$ cat src/rtl/sorted_muon_serializer.sv
// sorted_muon_serializer: two-slot ping-pong buffer after the bitonic sorter, streams the top K muons per frame.
// Optional feature macro SORTED_MUON_DROP_EMPTY_EN: trims each frame at its first all-zero candidate.
package sorted_muon_pkg;
   typedef struct packed {
      logic [3:0] qual;
      logic [8:0] pt;
      logic [9:0] eta;
      logic [8:0] phi;
   } muon_t;
endpackage

// state  | meaning
// S_IDLE | no buffered frame, out_valid low
// S_SEND | at least one frame buffered, streaming slot[rd][idx]
module sorted_muon_serializer
   import sorted_muon_pkg::*;
#(
   parameter int W = 16,
   parameter int K = 8,
   localparam int IDX_W = (K > 1) ? $clog2(K) : 1,
   localparam int LEN_W = $clog2(K + 1)
) (
   input  logic             i_clk,
   input  logic             i_rst,
   input  logic             i_in_valid,
   input  muon_t            i_m [0:W-1],
   output logic             o_out_valid,
   input  logic             i_out_ready,
   output muon_t            o_out_muon,
   output logic [IDX_W-1:0] o_out_idx,
   output logic             o_out_last,
   output logic [15:0]      o_drop_count
);

   typedef enum logic {S_IDLE, S_SEND} state_t;

   state_t           r_state;
   state_t           w_state_nxt;
   muon_t            r_buf [0:1][0:K-1];
   logic [LEN_W-1:0] r_len [0:1];
   logic [1:0]       r_occ;
   logic             r_rd;
   logic             r_wr;
   logic [IDX_W-1:0] r_idx;
   logic [15:0]      r_drop;

   logic [LEN_W-1:0] w_len;
   logic [LEN_W-1:0] w_cur_len;
   logic             w_store;
   logic             w_valid;
   logic             w_last;
   logic             w_beat;
   logic             w_pop;
   logic             w_free;
   logic             w_cap;
   logic             w_drop;
   logic [1:0]       w_occ_nxt;
   logic             w_unused_hi;

   always_comb begin : len_calc
`ifdef SORTED_MUON_DROP_EMPTY_EN
      logic run;
      run   = 1'b1;
      w_len = '0;
      for (int i = 0; i < K; i++) begin
         if (run && (i_m[i] != '0)) w_len = w_len + LEN_W'(1);
         else                       run   = 1'b0;
      end
      w_store = i_in_valid && (w_len != '0);
`else
      w_len   = LEN_W'(K);
      w_store = i_in_valid;
`endif
   end

   // candidates ranked below K are never forwarded
   always_comb begin
      w_unused_hi = 1'b0;
      for (int i = K; i < W; i++) w_unused_hi = w_unused_hi ^ (^i_m[i]);
   end

   always_comb begin
      w_cur_len   = r_len[r_rd];
      w_valid     = (r_state == S_SEND);
      w_last      = w_valid && (LEN_W'(r_idx) == (w_cur_len - LEN_W'(1)));
      w_beat      = w_valid && i_out_ready;
      w_pop       = w_beat && w_last;
      // a full buffer still accepts a frame on the edge that frees a slot
      w_free      = (r_occ != 2'd2) || w_pop;
      w_cap       = w_store && w_free;
      w_drop      = w_store && !w_free;
      w_occ_nxt   = r_occ + {1'b0, w_cap} - {1'b0, w_pop};
      w_state_nxt = (w_occ_nxt != 2'd0) ? S_SEND : S_IDLE;
   end

   always_ff @(posedge i_clk) begin
      if (i_rst) begin
         r_state <= S_IDLE;
         r_occ   <= 2'd0;
         r_rd    <= 1'b0;
         r_wr    <= 1'b0;
         r_idx   <= '0;
         r_drop  <= 16'd0;
      end else begin
         r_state <= w_state_nxt;
         r_occ   <= w_occ_nxt;
         if (w_cap) r_wr <= ~r_wr;
         if (w_pop) begin
            r_rd  <= ~r_rd;
            r_idx <= '0;
         end else if (w_beat) begin
            r_idx <= r_idx + IDX_W'(1);
         end
         if (w_drop && (r_drop != 16'hFFFF)) r_drop <= r_drop + 16'd1;
      end
   end

   always_ff @(posedge i_clk) begin
      if (w_cap) begin
         for (int i = 0; i < K; i++) r_buf[r_wr][i] <= i_m[i];
         r_len[r_wr] <= w_len;
      end
   end

   always_comb begin
      o_out_valid  = w_valid;
      o_out_muon   = w_valid ? r_buf[r_rd][r_idx] : '0;
      o_out_idx    = r_idx;
      o_out_last   = w_last;
      o_drop_count = r_drop;
   end

endmodule

$ cat config.mk
export PLATFORM = sky130hd
export DESIGN_NAME = sorted_muon_serializer
export DESIGN_NICKNAME = d
export VERILOG_FILES = /design/src/rtl/sorted_muon_serializer.sv
export SDC_FILE = /design/constraint.sdc
export NUM_CORES = 1
export LEC_CHECK = 0
export CAP_MARGIN = 20
export CORE_AREA = 2 2 224 226
export DETAILED_ROUTE_END_ITERATION = 8
export DIE_AREA = 0 0 226 228
export PLACE_DENSITY_LB_ADDON = 0.08
export SETUP_SLACK_MARGIN = 0.4
export SYNTH_ARGS = -nofsm -noshare
export SYNTH_HDL_FRONTEND = slang
export SYNTH_SLANG_ARGS = --single-unit
$ cat constraint.sdc
create_clock -name i_clk -period 16.8 [get_ports i_clk]
set_input_delay 3.36 -clock i_clk [delete_from_list [all_inputs] [get_ports i_clk]]
set_output_delay 3.36 -clock i_clk [all_outputs]
set_load 0.01 [all_outputs]
After elaboration in Yosys (flattened, before gate mapping)

Memory sizes are Yosys's and may differ from the RTL's. A register that Yosys moved wholly into a read port is not among the register bits.
Index checks and enable logic that the tools add are counted.

Input bits: 516
Register bits after elaboration: 24
RAM bits: 512
Word-level logic and storage cells: 38
Memories kept: 1
Output and inout port bits: 53
Memory bits (read-only): 0
Bits in latches: 0

Div/mod/pow operators: 0
Add/sub/neg operators: 5
$mul: 0
$lt $le $gt $ge: 1
Reduce and logical (&&, ||, !) cells: 10
Bitwise gates (word level): 3
Multiplexer cells: 9
Shifts and indexed selects: 0
Equal/unequal tests: 3

Memories:

| memory | depth | bits a word | rd ports | clocked after memory_dff | wr ports | line | source |
|---|---|---|---|---|---|---|---|
| r_buf  | 2     | 256         | 1        | 1                        | 1        | 39   | `muon_t r_buf [0:1][0:K-1];` |

Operator list:

| operator                                                          | number |
|---|---|
| 32-bit binary-select mux with 3-bit select                        | 1 |
| 32-bit 2-to-1 mux                                                 | 3 |
| 16-bit by 1-bit adder with 16-bit output, second input constant   | 1 |
| 16-bit inequality test, second input constant                     | 1 |
| 1-bit logical AND                                                 | 6 |
| 1-bit 2-to-1 mux                                                  | 5 |
| 3-bit by 4-bit equality test with 1-bit output                    | 1 |
| 4-bit greater-or-equal comparator, second input constant          | 1 |
| 3-bit NOT with 4-bit output                                       | 1 |
| 4-bit by 1-bit subtractor with 4-bit output, both inputs constant | 1 |
| 3-bit by 1-bit adder with 3-bit output, second input constant     | 1 |
| 2-bit by 1-bit adder with 2-bit output                            | 1 |
| 2-bit inequality test, second input constant                      | 1 |
| 1-bit NOT                                                         | 2 |
| 2-bit nonzero test                                                | 1 |
| 2-bit OR reduction                                                | 1 |
| 2-bit by 1-bit subtractor with 2-bit output                       | 1 |
| 1-bit zero test                                                   | 1 |
| 1-bit logical OR                                                  | 1 |

Logic depth before layout (Yosys ltp)

Depth in word-level cells: 10
Depth in mapped cells: 9
Gate-level depth less buffers: 9

Worst setup path after synthesis

Ideal clock, no wire load.

Kind: input -> register
Start point: input i_out_ready
End point: memory r_buf[0][0] (netlist bit), enable pin
Data arrival time: 14400 ps
Stages: 4
Setup time: 879 ps
Path buffers: 1
Path slack: 1521 ps
Path through: and3_1 -> buf_2 -> o21ai_0 -> nor2_1

Cells in the longest elaborated chain, start to end: 6

RTL lines:

| item                           | line | source |
|---|---|---|
| start: declaration             | 28   | `input logic i_out_ready,` |
| 1-bit logical AND              | 86   | `w_beat = w_valid && i_out_ready;` |
| 1-bit logical AND              | 87   | `w_pop = w_beat && w_last;` |
| 1-bit logical OR               | 89   | `w_free = (r_occ != 2'd2) \|\| w_pop;` |
| 1-bit logical AND              | 90   | `w_cap = w_store && w_free;` |
| 1-bit 2-to-1 mux (2 in series) | -    |  |
| end: declaration               | 39   |  |

No other way between the ends.

==> key figures <==
Worst setup path
  • Setup CP Type: reg2out
  • Family with the most delay on the worst path: buffers and inverters
  • CP max stage delay: 0.81 ns
  • CP Capture Type: output port
  • CP startpoint kind: register
  • R2r endpoint: r_buf[1][220]
  • Critical path cell sequence: buf_4, buf_4, mux4_2, mux2i_1, o22ai_1, clkdlybuf4s50_1
  • Worst Path Max Fanout: 42
  • WP buf/inv: 3
  • Levels on crit path: 6
  • Data required, critical path: 13.44 ns
  • R2R Setup Slk: 11.49 ns
  • CP Data Arrival Time: 4.59 ns
  • Most used cell along the critical path: buf_4
  • CP max-delay cell: dfxtp_4
  • Worst Setup EP: o_out_muon[26]
  • Reg2Reg Depth: 8
  • Reg-to-Reg Start: o_out_idx[0]

Placed design
  • Gpl congestion: 0.788
  • Pre-CTS setup slack: 8.61 ns
  • Final HPWL DP: 31400 um
  • Placed Instances: 1929
  • Placed Area: 24600 um2
  • Buffers on Ports: 312

Routing
  • First DRT Iteration DRCs: 625
  • First drt pass iteration count: 4
  • DRC viols: 0
  • Post-DR vias/cell: 5.25
  • DRT Wirelength: 48200 um
  • Avg WL per Cell: 23.6 um
  • Vias: 10700
  • Number of routed nets with antenna violations: 0

GRT
  • Met3 Track Usage GR: 8.33%
  • Gr busiest metal: met2
  • Total track usage: 18.8%
  • Met1 usage in global routing: 24.4%
  • Grt met2 use: 28.8%
  • Vias in the first global route: 11200
  • Largest net degree at the start of global routing: 152
  • Global-route wire length before repair: 70800 um
  • Total global routing overflow: 0
  • Initial antenna violation count: 24

Clocking
  • Post-CTS Repair Setup Buffers: 0
  • Clk Latency, worst-skew pair: 0.60 ns
  • CTS Root Cell: clkbuf_16
  • Total CTS buffers: 57
  • CTS tree: yes
  • Htree depth: 2
  • CTS sink cnt: 537
  • Post-cts sizing count: 0
  • Reg clk slew, reported paths: 0.06 ns
  • CTS max path bufs: 3
  • Hold buffers post-CTS: 0

Timing
  • Max Freq: 126 MHz
  • RSZ-0062 raised after global routing: false
  • Worst-margin pin slew: 1.09 ns
  • Final worst setup slack: 8.85 ns
  • Setup tns final: 0 ns
  • Max Clock Skew: 0.0152 ns
  • WHS: 0.509 ns
  • Fin crit share: 47.3%
  • Final setup viols: 0
  • Slew margin rel.: 27.5%
  • Final hold violations: 0
  • Final min period: 7.95 ns
  • Final Slew Violations: 0

Run
  • # Max-Cap Violations: 0

Floorplan
  • DIE WIDTH: 226 um
  • Row count: 82
  • I/O pins: 569
  • Initial core utilization: 41.9%
  • Core area: 49300 um2
  • Die height: 228 um
  • Die area: 51500 um2

Power
  • VDD IR max: 0.0000984 V
  • PD cells: 118 nW/um2
  • Static Leak: 8.27 nW

Finish
  • Final nets: 1837
  • Share of cells above drive strength 1: 16.2%
  • Fillers: 3951
  • Most frequent cells in the layout: 512 x edfxtp_1, 312 x clkdlybuf4s50_1, 113 x mux4_2
  • Layout area overhead: 27.6%
  • Fin area: 26400 um2
  • Most common cell after layout, fill and taps aside: edfxtp_1
  • Final cell count without fillers: 2045

Synthesis
  • Synth Register Bits: 537
  • Number of library cell types mapped by synthesis: 47
  • Syn. warnings: 0
  • Top_reg_cell synth: edfxtp_1
  • Post-synth ARST share: 0%
  • Syn Area/Cell: 21.0 um2
  • Register area share after synthesis: 76.8%
  • Post-Syn Area: 20700 um2
  • Post-Synthesis Cells: 982
  • Mapped Nets: 1502
  • EDFF count, synth: 512

Min path
  • Hold Crit Class: reg2reg
  • HP Start: o_drop_count[4]

Outcome
  • Status: completed
cells by family (layout without fill, tap and decap cells):
family | Yosys count | in the layout | share of synthesized area, %
AOI/OAI and AO/OA | 86 | 86 | 2.99
xor gates and xnor gates | 4 | 4 | 0.170
adders and majority gates | 4 | 4 | 0.242
buffers and inverters | 55 | 434 | 1.12
DFF | 537 | 537 | 76.8
muxes | 182 | 182 | 15.7
other | 0 | 12 | 0
and+or+nand+nor | 114 | 114 | 2.98
synthesized netlist by cell type (2+ instances only):
cell type / instances / area, um2
a21oi_1: 12 / 60.1
a221o_1: 8 / 80.1
a22o_1: 8 / 70.1
a22oi_1: 8 / 60.1
a32oi_1: 7 / 61.3
and2_1: 5 / 31.3
and3_1: 10 / 62.6
buf_1: 10 / 37.5
buf_2: 17 / 85.1
clkbuf_1: 23 / 86.3
dfxtp_1: 25 / 500
edfxtp_1: 512 / 15400
ha_1: 4 / 50.1
inv_1: 4 / 15.0
mux2_2: 4 / 45.0
mux2i_1: 65 / 651
mux4_2: 113 / 2540
nand2_1: 29 / 109
nand3_1: 6 / 30.0
nand4_1: 10 / 62.6
nor2_1: 19 / 71.3
nor2b_1: 8 / 50.1
nor3_1: 2 / 10.0
nor3b_1: 2 / 15.0
nor4_1: 2 / 12.5
nor4b_1: 3 / 26.3
o211ai_1: 7 / 52.6
o21a_1: 2 / 15.0
o21ai_0: 8 / 40.0
o21bai_1: 2 / 15.0
o22ai_1: 17 / 106
o311ai_0: 2 / 17.5
o31ai_1: 3 / 22.5
o41ai_1: 2 / 17.5
or3_1: 5 / 31.3
or3b_2: 2 / 17.5
or4_1: 4 / 30.0
xnor2_1: 3 / 26.3
registers in the layout, indices dropped and copies added (netlist names), named ones only:
| register | cells |
|---|---|
| r_buf | 512 |
| o_drop_count | 16 |
| o_out_idx | 3 |
| r_occ | 2 |
| o_out_valid | 1 |
| r_rd | 1 |
| r_wr | 1 |
routing by layer:
metal,part of all wire [%],vias to the layer above
li1,-,4832
met1,42,5459
met2,46,344
met3,10,84
met4,1.9,22
met5,0.31,-
through the flow:
stage / utilization (%) / total power, mW
final: 53.4 / 3.11
after global routing: 53.4 / 3.23
after CTS: 53.3 / 3.16
after detailed placement: 49.8 / 1.96
after global placement: 49.8 / 1.95
after floorplan: - / 1.83
how the worst min path moves through the flow:
stage,slack (ns),cells past startpoint,endpoint
floorplan,0.48,2,register
global placement,0.49,1,o_drop_count[4]
detailed placement,0.49,1,o_drop_count[4]
CTS,0.50,1,o_drop_count[4]
global route,0.52,1,o_drop_count[4]
finish,0.51,1,o_drop_count[4]
cell type report:
type | count | area [um2] | area share, %
sequential | 537 | 15900 | 60.3
multi-input combinational | 390 | 4580 | 17.4
timing repair buffer | 327 | 3260 | 12.3
clock buffer | 67 | 1460 | 5.55
tap | 672 | 841 | 3.19
clock inverter | 36 | 293 | 1.11
antenna | 12 | 30.0 | 0.114
inverter | 4 | 15.0 | 0.0570
where the power goes:
part	leakage (nW)	switching [mW]	total (mW)	internal, mW
sequential	5.00	0.0263	1.61	1.59
combinational	2.40	0.156	0.308	0.152
clock	0.867	0.494	1.19	0.693
Note: power is estimated with default switching activity, not from simulation.
